<file path="config.mk">
export PLATFORM = sky130hd
export DESIGN_NAME = muldiv_hilo_unit
export DESIGN_NICKNAME = d
export VERILOG_FILES = /design/src/rtl/muldiv_pkg.sv /design/src/rtl/muldiv_divider.sv /design/src/rtl/muldiv_hilo_unit.sv
export SDC_FILE = /design/constraint.sdc
export NUM_CORES = 2
export LEC_CHECK = 0
export CELL_PAD_IN_SITES_DETAIL_PLACEMENT = 0
export CELL_PAD_IN_SITES_GLOBAL_PLACEMENT = 2
export CORE_ASPECT_RATIO = 1.25
export CORE_MARGIN = 2
export CORE_UTILIZATION = 45
export CTS_CLUSTER_SIZE = 14
export DETAILED_ROUTE_END_ITERATION = 10
export HOLD_SLACK_MARGIN = 0.05
export PLACE_DENSITY = 0.95
export SKIP_CTS_REPAIR_TIMING = 1
export SLEW_MARGIN = 10
export SYNTH_ARGS = -nofsm -noshare
export SYNTH_HDL_FRONTEND = slang
export SYNTH_SLANG_ARGS = --single-unit
</file>
<file path="constraint.sdc">
create_clock -name clock -period 7.05 [get_ports clock]
set_clock_uncertainty 0.05 [all_clocks]
set_input_delay 1.41 -clock clock [delete_from_list [all_inputs] [get_ports clock]]
set_output_delay 1.41 -clock clock [all_outputs]
set_load 0.01 [all_outputs]
</file>
<file path="src/rtl/muldiv_pkg.sv">
// Shared encodings and helpers for the
// HI/LO multiply/divide unit.
package muldiv_pkg;

  localparam logic [2:0] OP_MULT  = 3'b000;
  localparam logic [2:0] OP_MULTU = 3'b001;
  localparam logic [2:0] OP_DIV   = 3'b010;
  localparam logic [2:0] OP_DIVU  = 3'b011;
  localparam logic [2:0] OP_MADD  = 3'b100;
  localparam logic [2:0] OP_MADDU = 3'b101;
  localparam logic [2:0] OP_MSUB  = 3'b110;
  localparam logic [2:0] OP_MSUBU = 3'b111;

  typedef enum logic [2:0] {
    IDLE,
    MUL,
    DIV_PREP,
    DIV_ITER,
    DIV_FIX
  } state_t;

  function automatic logic is_signed(
    input logic [2:0] op
  );
    return ~op[0];
  endfunction

  function automatic logic is_div(
    input logic [2:0] op
  );
    return (op == OP_DIV) || (op == OP_DIVU);
  endfunction

endpackage

</file>
<file path="src/rtl/muldiv_divider.sv">
// Radix-2 restoring divider core on
// unsigned operands, one step per cycle.
module muldiv_divider #(
  parameter int WIDTH = 32
) (
  input  logic             clock,
  input  logic             reset,
  input  logic             start,
  input  logic             abort,
  input  logic [WIDTH-1:0] dividend,
  input  logic [WIDTH-1:0] divisor,
  output logic             done,
  output logic [WIDTH-1:0] quotient,
  output logic [WIDTH-1:0] remainder
);

  localparam int CW = $clog2(WIDTH);

  logic             run;
  logic [CW-1:0]    cnt;
  logic [WIDTH-1:0] dvs;
  logic [WIDTH:0]   shifted;
  logic [WIDTH:0]   diff;

  assign shifted = {remainder, quotient[WIDTH-1]};
  assign diff    = shifted - {1'b0, dvs};
  // high during the final step; results settle at its edge
  assign done    = run && (cnt == CW'(WIDTH-1));

  always_ff @(posedge clock or negedge reset) begin
    if (!reset) begin
      run       <= 1'b0;
      cnt       <= '0;
      dvs       <= '0;
      quotient  <= '0;
      remainder <= '0;
    end else if (abort) begin
      run <= 1'b0;
    end else if (start) begin
      run       <= 1'b1;
      cnt       <= '0;
      dvs       <= divisor;
      quotient  <= dividend;
      remainder <= '0;
    end else if (run) begin
      quotient  <= {quotient[WIDTH-2:0], ~diff[WIDTH]};
      remainder <= diff[WIDTH] ? shifted[WIDTH-1:0]
                               : diff[WIDTH-1:0];
      cnt       <= cnt + CW'(1);
      if (done) run <= 1'b0;
    end
  end

endmodule

</file>
<file path="src/rtl/muldiv_hilo_unit.sv">
// EX-stage multiply/divide unit owning HI/LO:
// pipelined multiplier with MAC and iterative divide.
module muldiv_hilo_unit
  import muldiv_pkg::*;
#(
  parameter int WIDTH      = 32,
  parameter int MUL_STAGES = 2
) (
  input  logic             clock,
  input  logic             reset,
  input  logic             start,
  input  logic [2:0]       op,
  input  logic [WIDTH-1:0] a,
  input  logic [WIDTH-1:0] b,
  input  logic             mthi,
  input  logic             mtlo,
  input  logic             mf_req,
  input  logic             cancel,
  output logic [WIDTH-1:0] hi,
  output logic [WIDTH-1:0] lo,
  output logic             busy,
  output logic             done,
  output logic             div_zero,
  output logic             stall
);

  localparam int W2 = 2 * WIDTH;
  localparam int CW =
    (MUL_STAGES > 1) ? $clog2(MUL_STAGES) : 1;

  state_t           state, state_nxt;
  logic             accept, mt_any;
  logic [WIDTH-1:0] opa, opb;
  logic [2:0]       op_r;
  logic [CW-1:0]    mul_cnt;
  logic             dz, q_neg, r_neg;
  logic [W2-1:0]    ext_a, ext_b, prod, acc;
  logic [W2-1:0]    pp [MUL_STAGES];
  logic [WIDTH-1:0] abs_a, abs_b;
  logic [WIDTH-1:0] core_q, core_r;
  logic             core_start, core_done;
  logic             wr_mul, wr_div, finish;

  assign mt_any = mthi | mtlo;
  assign busy   = (state != IDLE);
  assign accept = !busy && start && !cancel && !mt_any;
  assign stall  = (busy && (start | mf_req | mt_any))
               || (!busy && start && mt_any);

  assign ext_a = is_signed(op)
    ? {{WIDTH{a[WIDTH-1]}}, a} : {{WIDTH{1'b0}}, a};
  assign ext_b = is_signed(op)
    ? {{WIDTH{b[WIDTH-1]}}, b} : {{WIDTH{1'b0}}, b};
  assign prod  = ext_a * ext_b;

  always_comb begin
    acc = pp[MUL_STAGES-1];
    unique case (op_r)
      OP_MADD, OP_MADDU:
        acc = {hi, lo} + pp[MUL_STAGES-1];
      OP_MSUB, OP_MSUBU:
        acc = {hi, lo} - pp[MUL_STAGES-1];
      OP_MULT, OP_MULTU: ;
      default: ;
    endcase
  end

  assign abs_a = (is_signed(op_r) && opa[WIDTH-1])
    ? -opa : opa;
  assign abs_b = (is_signed(op_r) && opb[WIDTH-1])
    ? -opb : opb;

  muldiv_divider #(.WIDTH(WIDTH)) u_div (
    .clock     (clock),
    .reset     (reset),
    .start     (core_start),
    .abort     (cancel),
    .dividend  (abs_a),
    .divisor   (abs_b),
    .done      (core_done),
    .quotient  (core_q),
    .remainder (core_r)
  );

  always_ff @(posedge clock or negedge reset) begin
    if (!reset) state <= IDLE;
    else        state <= state_nxt;
  end

  always_comb begin
    state_nxt  = state;
    core_start = 1'b0;
    wr_mul     = 1'b0;
    wr_div     = 1'b0;
    finish     = 1'b0;
    unique case (state)
      IDLE:
        if (accept)
          state_nxt = is_div(op) ? DIV_PREP : MUL;
      MUL:
        if (mul_cnt == CW'(MUL_STAGES-1)) begin
          wr_mul    = 1'b1;
          finish    = 1'b1;
          state_nxt = IDLE;
        end
      DIV_PREP:
        if (opb == '0) begin
          state_nxt = DIV_FIX;
        end else begin
          core_start = 1'b1;
          state_nxt  = DIV_ITER;
        end
      DIV_ITER:
        if (core_done) state_nxt = DIV_FIX;
      DIV_FIX: begin
        wr_div    = !dz;
        finish    = 1'b1;
        state_nxt = IDLE;
      end
      default: state_nxt = IDLE;
    endcase
    // a flush beats any completion in the same cycle
    if (cancel && busy) begin
      state_nxt  = IDLE;
      core_start = 1'b0;
      wr_mul     = 1'b0;
      wr_div     = 1'b0;
      finish     = 1'b0;
    end
  end

  always_ff @(posedge clock or negedge reset) begin
    if (!reset) begin
      opa      <= '0;
      opb      <= '0;
      op_r     <= OP_MULT;
      mul_cnt  <= '0;
      dz       <= 1'b0;
      q_neg    <= 1'b0;
      r_neg    <= 1'b0;
      done     <= 1'b0;
      div_zero <= 1'b0;
      hi       <= '0;
      lo       <= '0;
      for (int i = 0; i < MUL_STAGES; i++)
        pp[i] <= '0;
    end else begin
      done     <= finish;
      div_zero <= finish && dz && (state == DIV_FIX);
      if (accept) begin
        opa     <= a;
        opb     <= b;
        op_r    <= op;
        mul_cnt <= '0;
        pp[0]   <= prod;
      end else if (state == MUL) begin
        mul_cnt <= mul_cnt + CW'(1);
      end
      for (int i = 1; i < MUL_STAGES; i++)
        pp[i] <= pp[i-1];
      if (state == DIV_PREP) begin
        dz    <= (opb == '0);
        q_neg <= is_signed(op_r)
               & (opa[WIDTH-1] ^ opb[WIDTH-1]);
        r_neg <= is_signed(op_r) & opa[WIDTH-1];
      end
      if (wr_mul) begin
        {hi, lo} <= acc;
      end else if (wr_div) begin
        hi <= r_neg ? -core_r : core_r;
        lo <= q_neg ? -core_q : core_q;
      end else if (!busy) begin
        if (mthi) hi <= a;
        if (mtlo) lo <= a;
      end
    end
  end

endmodule

</file>
# --- Word level (Yosys, flattened, before mapping) ---
# Index checks and enable logic that the tools add are counted.
totals:
  regBits: 370
  inputBits: 74
  output_inout_bits: 68
  wordCells: 129
classes:
  addsub: 9
  multipliers: 1
  n_eq_ne: 15
  muxes: 45
  bitwise_logic: 9
  n_reduce_logical: 31
op_table:
  columns: ["op", "count"]
  rows:
  - ["32-bit two-way mux", 17]
  - ["64-bit two-way mux", 2]
  - ["32-bit negator", 4]
  - ["64-bit one-hot mux with 2 select lines", 1]
  - ["64-bit adder", 1]
  - ["64-bit by 64-bit multiplier with 64-bit output", 1]
  - ["64-bit subtractor", 1]
  - ["33-bit by 32-bit subtractor with 33-bit output", 1]
  - ["32-bit logical NOT", 1]
  - ["3-bit == test (second input constant)", 5]
  - ["1-bit two-way mux", 15]
  - ["3-bit two-way mux", 5]
  - ["3-bit by 2-bit == test with 1-bit output (second input constant)", 4]
  - ["3-bit one-hot mux with 4 select lines", 1]
  - ["1-bit logical AND", 11]
  - ["5-bit two-way mux", 2]
  - ["3-bit != test (second input constant)", 3]
  - ["3-bit nonzero test", 3]
  - ["2-bit AND reduction", 4]
  - ["5-bit by 1-bit adder with 5-bit output (second input constant)", 1]
  - ["5-bit == test (second input constant)", 1]
  - ["1-bit logical NOT", 4]
  - ["2-bit nonzero test", 2]
  - ["2-bit OR reduction", 2]
  - ["other kinds (12)", 18]

# --- Longest topological paths before layout ---
logic_depth:
  depth_word: 8
  ltp_mapped: 36
  mapped_depth_nobuf: 34

# --- Modules after synthesis ---
# A second synthesis with hierarchy kept.
hier_totals:
  hier_cells: 8004
  hier_area_um2: 72209.3
modules_own_cells:
  columns: ["mod", "n_inst", "cells_each", "area_each_um2", "seq_area_each_um2"]
  rows:
  - ["muldiv_hilo_unit", 1, 7268, 65844.4, 6706.4]
  - ["muldiv_divider", 1, 736, 6364.9, 2552.4]

# --- Worst setup path after synthesis ---
# OpenSTA, ideal clock, no wires.
synth_path:
  path_type: "in2reg"
  start: "input port a[31]"
  end: "register pp[126] (netlist bit)"
  setup_time_ns: 0.086
  arrival_ns: 9.811
  required_ns: 6.914
  slack_ns: -2.897
  cell_stages: 29
  path_buffers: 2
  cell_sequence: "nor2b_1 > clkbuf_1 > nand2_1 > fa_1 > inv_1 > fa_1 > fa_1 > inv_1 > fa_1 > inv_1 > fa_1 > fa_1 > fa_1 > fa_1 > fa_1 > inv_1 > fa_1 > inv_1 > ha_1 > clkbuf_1 > o21ai_0 > o21bai_1 > a21o_1 > a31oi_1 > o22ai_1 > o31ai_1 > a21oi_1 > o311a_1 > nor3_1"
synth_between:
  elab_chain_len: 2
synth_rtl:
  columns: ["item", "line", "rtl"]
  rows:
  - ["start: declaration", "muldiv_hilo_unit.sv:13", "input logic [WIDTH-1:0] a,"]
  - ["64-bit two-way mux", "muldiv_hilo_unit.sv:51", "? {{WIDTH{a[WIDTH-1]}}, a} : {{WIDTH{1'b0}}, a};"]
  - ["64-bit by 64-bit multiplier with 64-bit output", "muldiv_hilo_unit.sv:54", "assign prod = ext_a * ext_b;"]
  - ["end signal: indexed assignment", "muldiv_hilo_unit.sv:160", "pp[i] <= pp[i-1];"]
  - ["end: declaration", "muldiv_hilo_unit.sv:38", "logic [W2-1:0] pp [MUL_STAGES];"]
# Every way passes these cells.
# A chain may end at the register's enable or synchronous reset.

# --- Worst setup path in the final report ---
layout_path:
  start: "input port op[0]"
  end: "register pp[122] (netlist bit)"
layout_between:
  elab_chain_len: 2
  word_cells_on_any_way: 3
  cone_classes: "mul: 1; mux: 2"
layout_rtl:
  columns: ["item", "line", "rtl"]
  rows:
  - ["start: declaration", "muldiv_hilo_unit.sv:12", "input logic [2:0] op,"]
  - ["64-bit two-way mux, on equally long branches", "muldiv_hilo_unit.sv:51, muldiv_hilo_unit.sv:53", null]
  - ["64-bit by 64-bit multiplier with 64-bit output *", "muldiv_hilo_unit.sv:54", null]
# Mark *: on every way between the ends. The rest lies on a longest branch, timed or not.

==> metrics.yaml <==
worst_setup_path_end_kind: "flop"
synth_ff_type: "dfrtp_1"
hold_slack_ps: 325.2
drc_errors: 0
cp_max_fo: 8
vias: 58430
synth_area_leaders: "fa_1 (39%), dfrtp_1 (13%), inv_1 (8.3%)"
dpl_cell_area_um2: 81480
worstHoldPathType: "flop to flop"
slew_viol_final: 0
status: "finished with violations"
violations: "negative setup slack"
layout_commonest_cell: "inv_1"
start_util_pct: 45.17
synth.distinct_cells: 90
syn_nets: 9918
place.gp.congestion: 1.007
critPathSlowestCell: "fa_2"
pin_count: 142
netlist_area_um2: 72020
drive_gt1_share_pct: 15.43
num-fill-cells: 14320
grt_pass1_vias: 63290
clk_latency_ps: 600
ant_nets: 0
criticalPathCategory: "input port to flop"
grt.overflow.total: 0
cts_tree: "yes"
drv_cap: 0
holdPathStages: 0
grt_pass1_wl_um: 369000
htreeDepth: 2
worstPathArrival_ps: 9620
setup_viol: 53
synth_edf_count: 0
r2r_slack_ps: 1350
crit_top_cell: "fa_1"
critPathMaxStageDelay_ps: 720
die-area_um2: 163300
antenna_found_initial: 15
fmax_mhz: 108.1
startpoint_type: "input port"
grt_use_total_pct: 29.67
synthesis.instances: 8008
drt_wl_total_um: 245000
numClockSinks: 370
yosys_warnings: 0
grt_max_degree: 122
num-nets-final: 10530
hold_viol: 0
hpwl_um: 202200
die_h_um: 451.3
yosysTopAreaCellShare_pct: 39.42
rsz0062_at_grt: "yes"
coreArea_um2: 159400
avgSynthCellArea_um2: 8.993
drt_iter0_markers: 4234
stdcell_area_um2: 85820
setup_slack_ps: -2200
max-slew-margin-rel_pct: 28.37
r2r_cells: 20
ys_seq_area_share_pct: 12.86
final_cell_mix: "inv_1 (1550), fa_1 (1352), nand2_1 (1009)"
vias_per_cell: 5.443
min_to: "pp[9]$_DFF_PN0_"
finalCriticalPeriod_ps: 9250
clockBufferDepth: 3
post-route-period-util_pct: 131.2
rows: 164
setup_tns_ps: -81710
rr_startpoint: "pp[4]$_DFF_PN0_"
die-width_um: 361.8
port_buffers: 141
root_buffer: "clkbuf_16"
holdCritStartpoint: "pp[73]$_DFFE_PN0P_"
area_growth_pct: 19.16
drt_pass1_iterations: 8
worstMarginPinSlew_ps: 1072
numCtsBuffers: 41
yosys_register_bits: 370
path_clk_slew_ps: 60
wl_per_cell_um: 22.82
crit_required_ps: 7420
async_reset_ff_share_pct: 100.0
yosys.area.top_type: "fa_1"
final_cell_count_no_fill: 10740
place_inst: 10540
reg2reg_to: "hi[27]$_DFFE_PN0P_"
[layer usage]
metal | wire [µm] | vias up | GRT usage (%)
met5 | 39 | - | 0
met4 | 19300 | 6 | 18.76
met3 | 14140 | 727 | 3.205
met2 | 122600 | 2074 | 52.80
met1 | 88900 | 29750 | 33.99
li1 | - | 25880 | -
[metrics by stage]
stage | worst slack, ps | utilization (%)
2_1_floorplan | -2309 | -
3_3_place_gp | -3217 | 51.10
3_5_place_dp | -3275 | 51.10
4_1_cts | -2688 | 52.04
5_1_grt | -2401 | 53.82
6_report | -2200 | 53.83
[registers in the layout (all words and copies together), names as in the netlist, 3 cells and up]
| name | count |
|---|---|
| pp | 128 |
| lo | 32 |
| state | 3 |
| u_div.remainder | 32 |
| u_div.dvs | 32 |
| opb | 32 |
| opa | 32 |
| u_div.quotient | 32 |
| u_div.cnt | 5 |
| hi | 32 |
| op_r | 3 |
[layout make-up]
cell class / instances / area (µm²) / share of cell area (%)
Inverter: 1598 / 6001 / 6.992
Tap cell: 2075 / 2596 / 3.025
Antenna cell: 9 / 22.52 / 0.02624
Clock buffer: 55 / 1181 / 1.376
Multi-Input combinational cell: 5637 / 57020 / 66.44
Clock inverter: 17 / 305.3 / 0.3557
Timing Repair Buffer: 974 / 9439 / 11.00
Sequential cell: 370 / 9260 / 10.79
[worst max-delay path, delay by kind of cell]
kind	cells	cell delay, ps
AND/OR/NAND/NOR	5	970
buffers and inverters	12	1260
AO/OA/AOI/OAI	3	280
adder cells (fa/ha/maj)	11	5550
XOR/XNOR	1	130
[synthesized netlist by cell type (10+ instances only)]
library cell	count
nand2b_1	35
nand3_1	51
o21ai_0	330
a31oi_1	28
nand2_1	1033
o211ai_1	25
xor2_1	174
a21oi_1	321
nor2_1	261
fa_1	1418
a21o_1	92
buf_2	12
o221ai_1	10
or4_1	16
dfrtp_1	370
a22oi_1	21
nor4_1	20
nand4_1	37
and3_1	16
buf_1	22
or3_1	29
and2_1	604
or2_2	12
o41ai_1	19
nor2b_1	27
xnor2_1	202
nor3_1	59
o21bai_1	26
o21a_1	22
o21ai_1	17
mux2i_1	32
a211oi_1	49
ha_1	418
a221oi_1	16
o31ai_1	51
inv_1	1598
o22a_1	11
o22ai_1	15
clkbuf_1	366
[how the worst max path moves through the flow]
stage	to	cells after the start	from
after CTS	pp[126]$_DFFE_PN0P_	29	op[0]
after global placement	pp[126]$_DFFE_PN0P_	29	op[0]
after floorplan	pp[127]$_DFFE_PN0P_	29	a[31]
after global routing	pp[125]$_DFFE_PN0P_	32	op[0]
final	pp[122]$_DFFE_PN0P_	32	op[0]
after detailed placement	pp[126]$_DFFE_PN0P_	29	op[0]
[cells by family (layout without fill, tap and decap cells)]
| group | after synthesis | in the layout | share of synthesized area (%) |
|---|---|---|---|
| AOI/OAI and AO/OA | 1142 | 1142 | 9.871 |
| xor gates and xnor gates | 377 | 377 | 4.595 |
| adders and majority gates | 1838 | 1838 | 46.71 |
| buffers and inverters | 2001 | 2644 | 10.47 |
| DFF | 370 | 370 | 12.86 |
| muxes | 35 | 35 | 0.4917 |
| other | 0 | 9 | 0 |
| and+or+nand+nor | 2245 | 2245 | 15.01 |
Power is left out: the tool's default activity adds up to more than one toggle a clock period on the data nets, which glitch-free logic cannot reach.
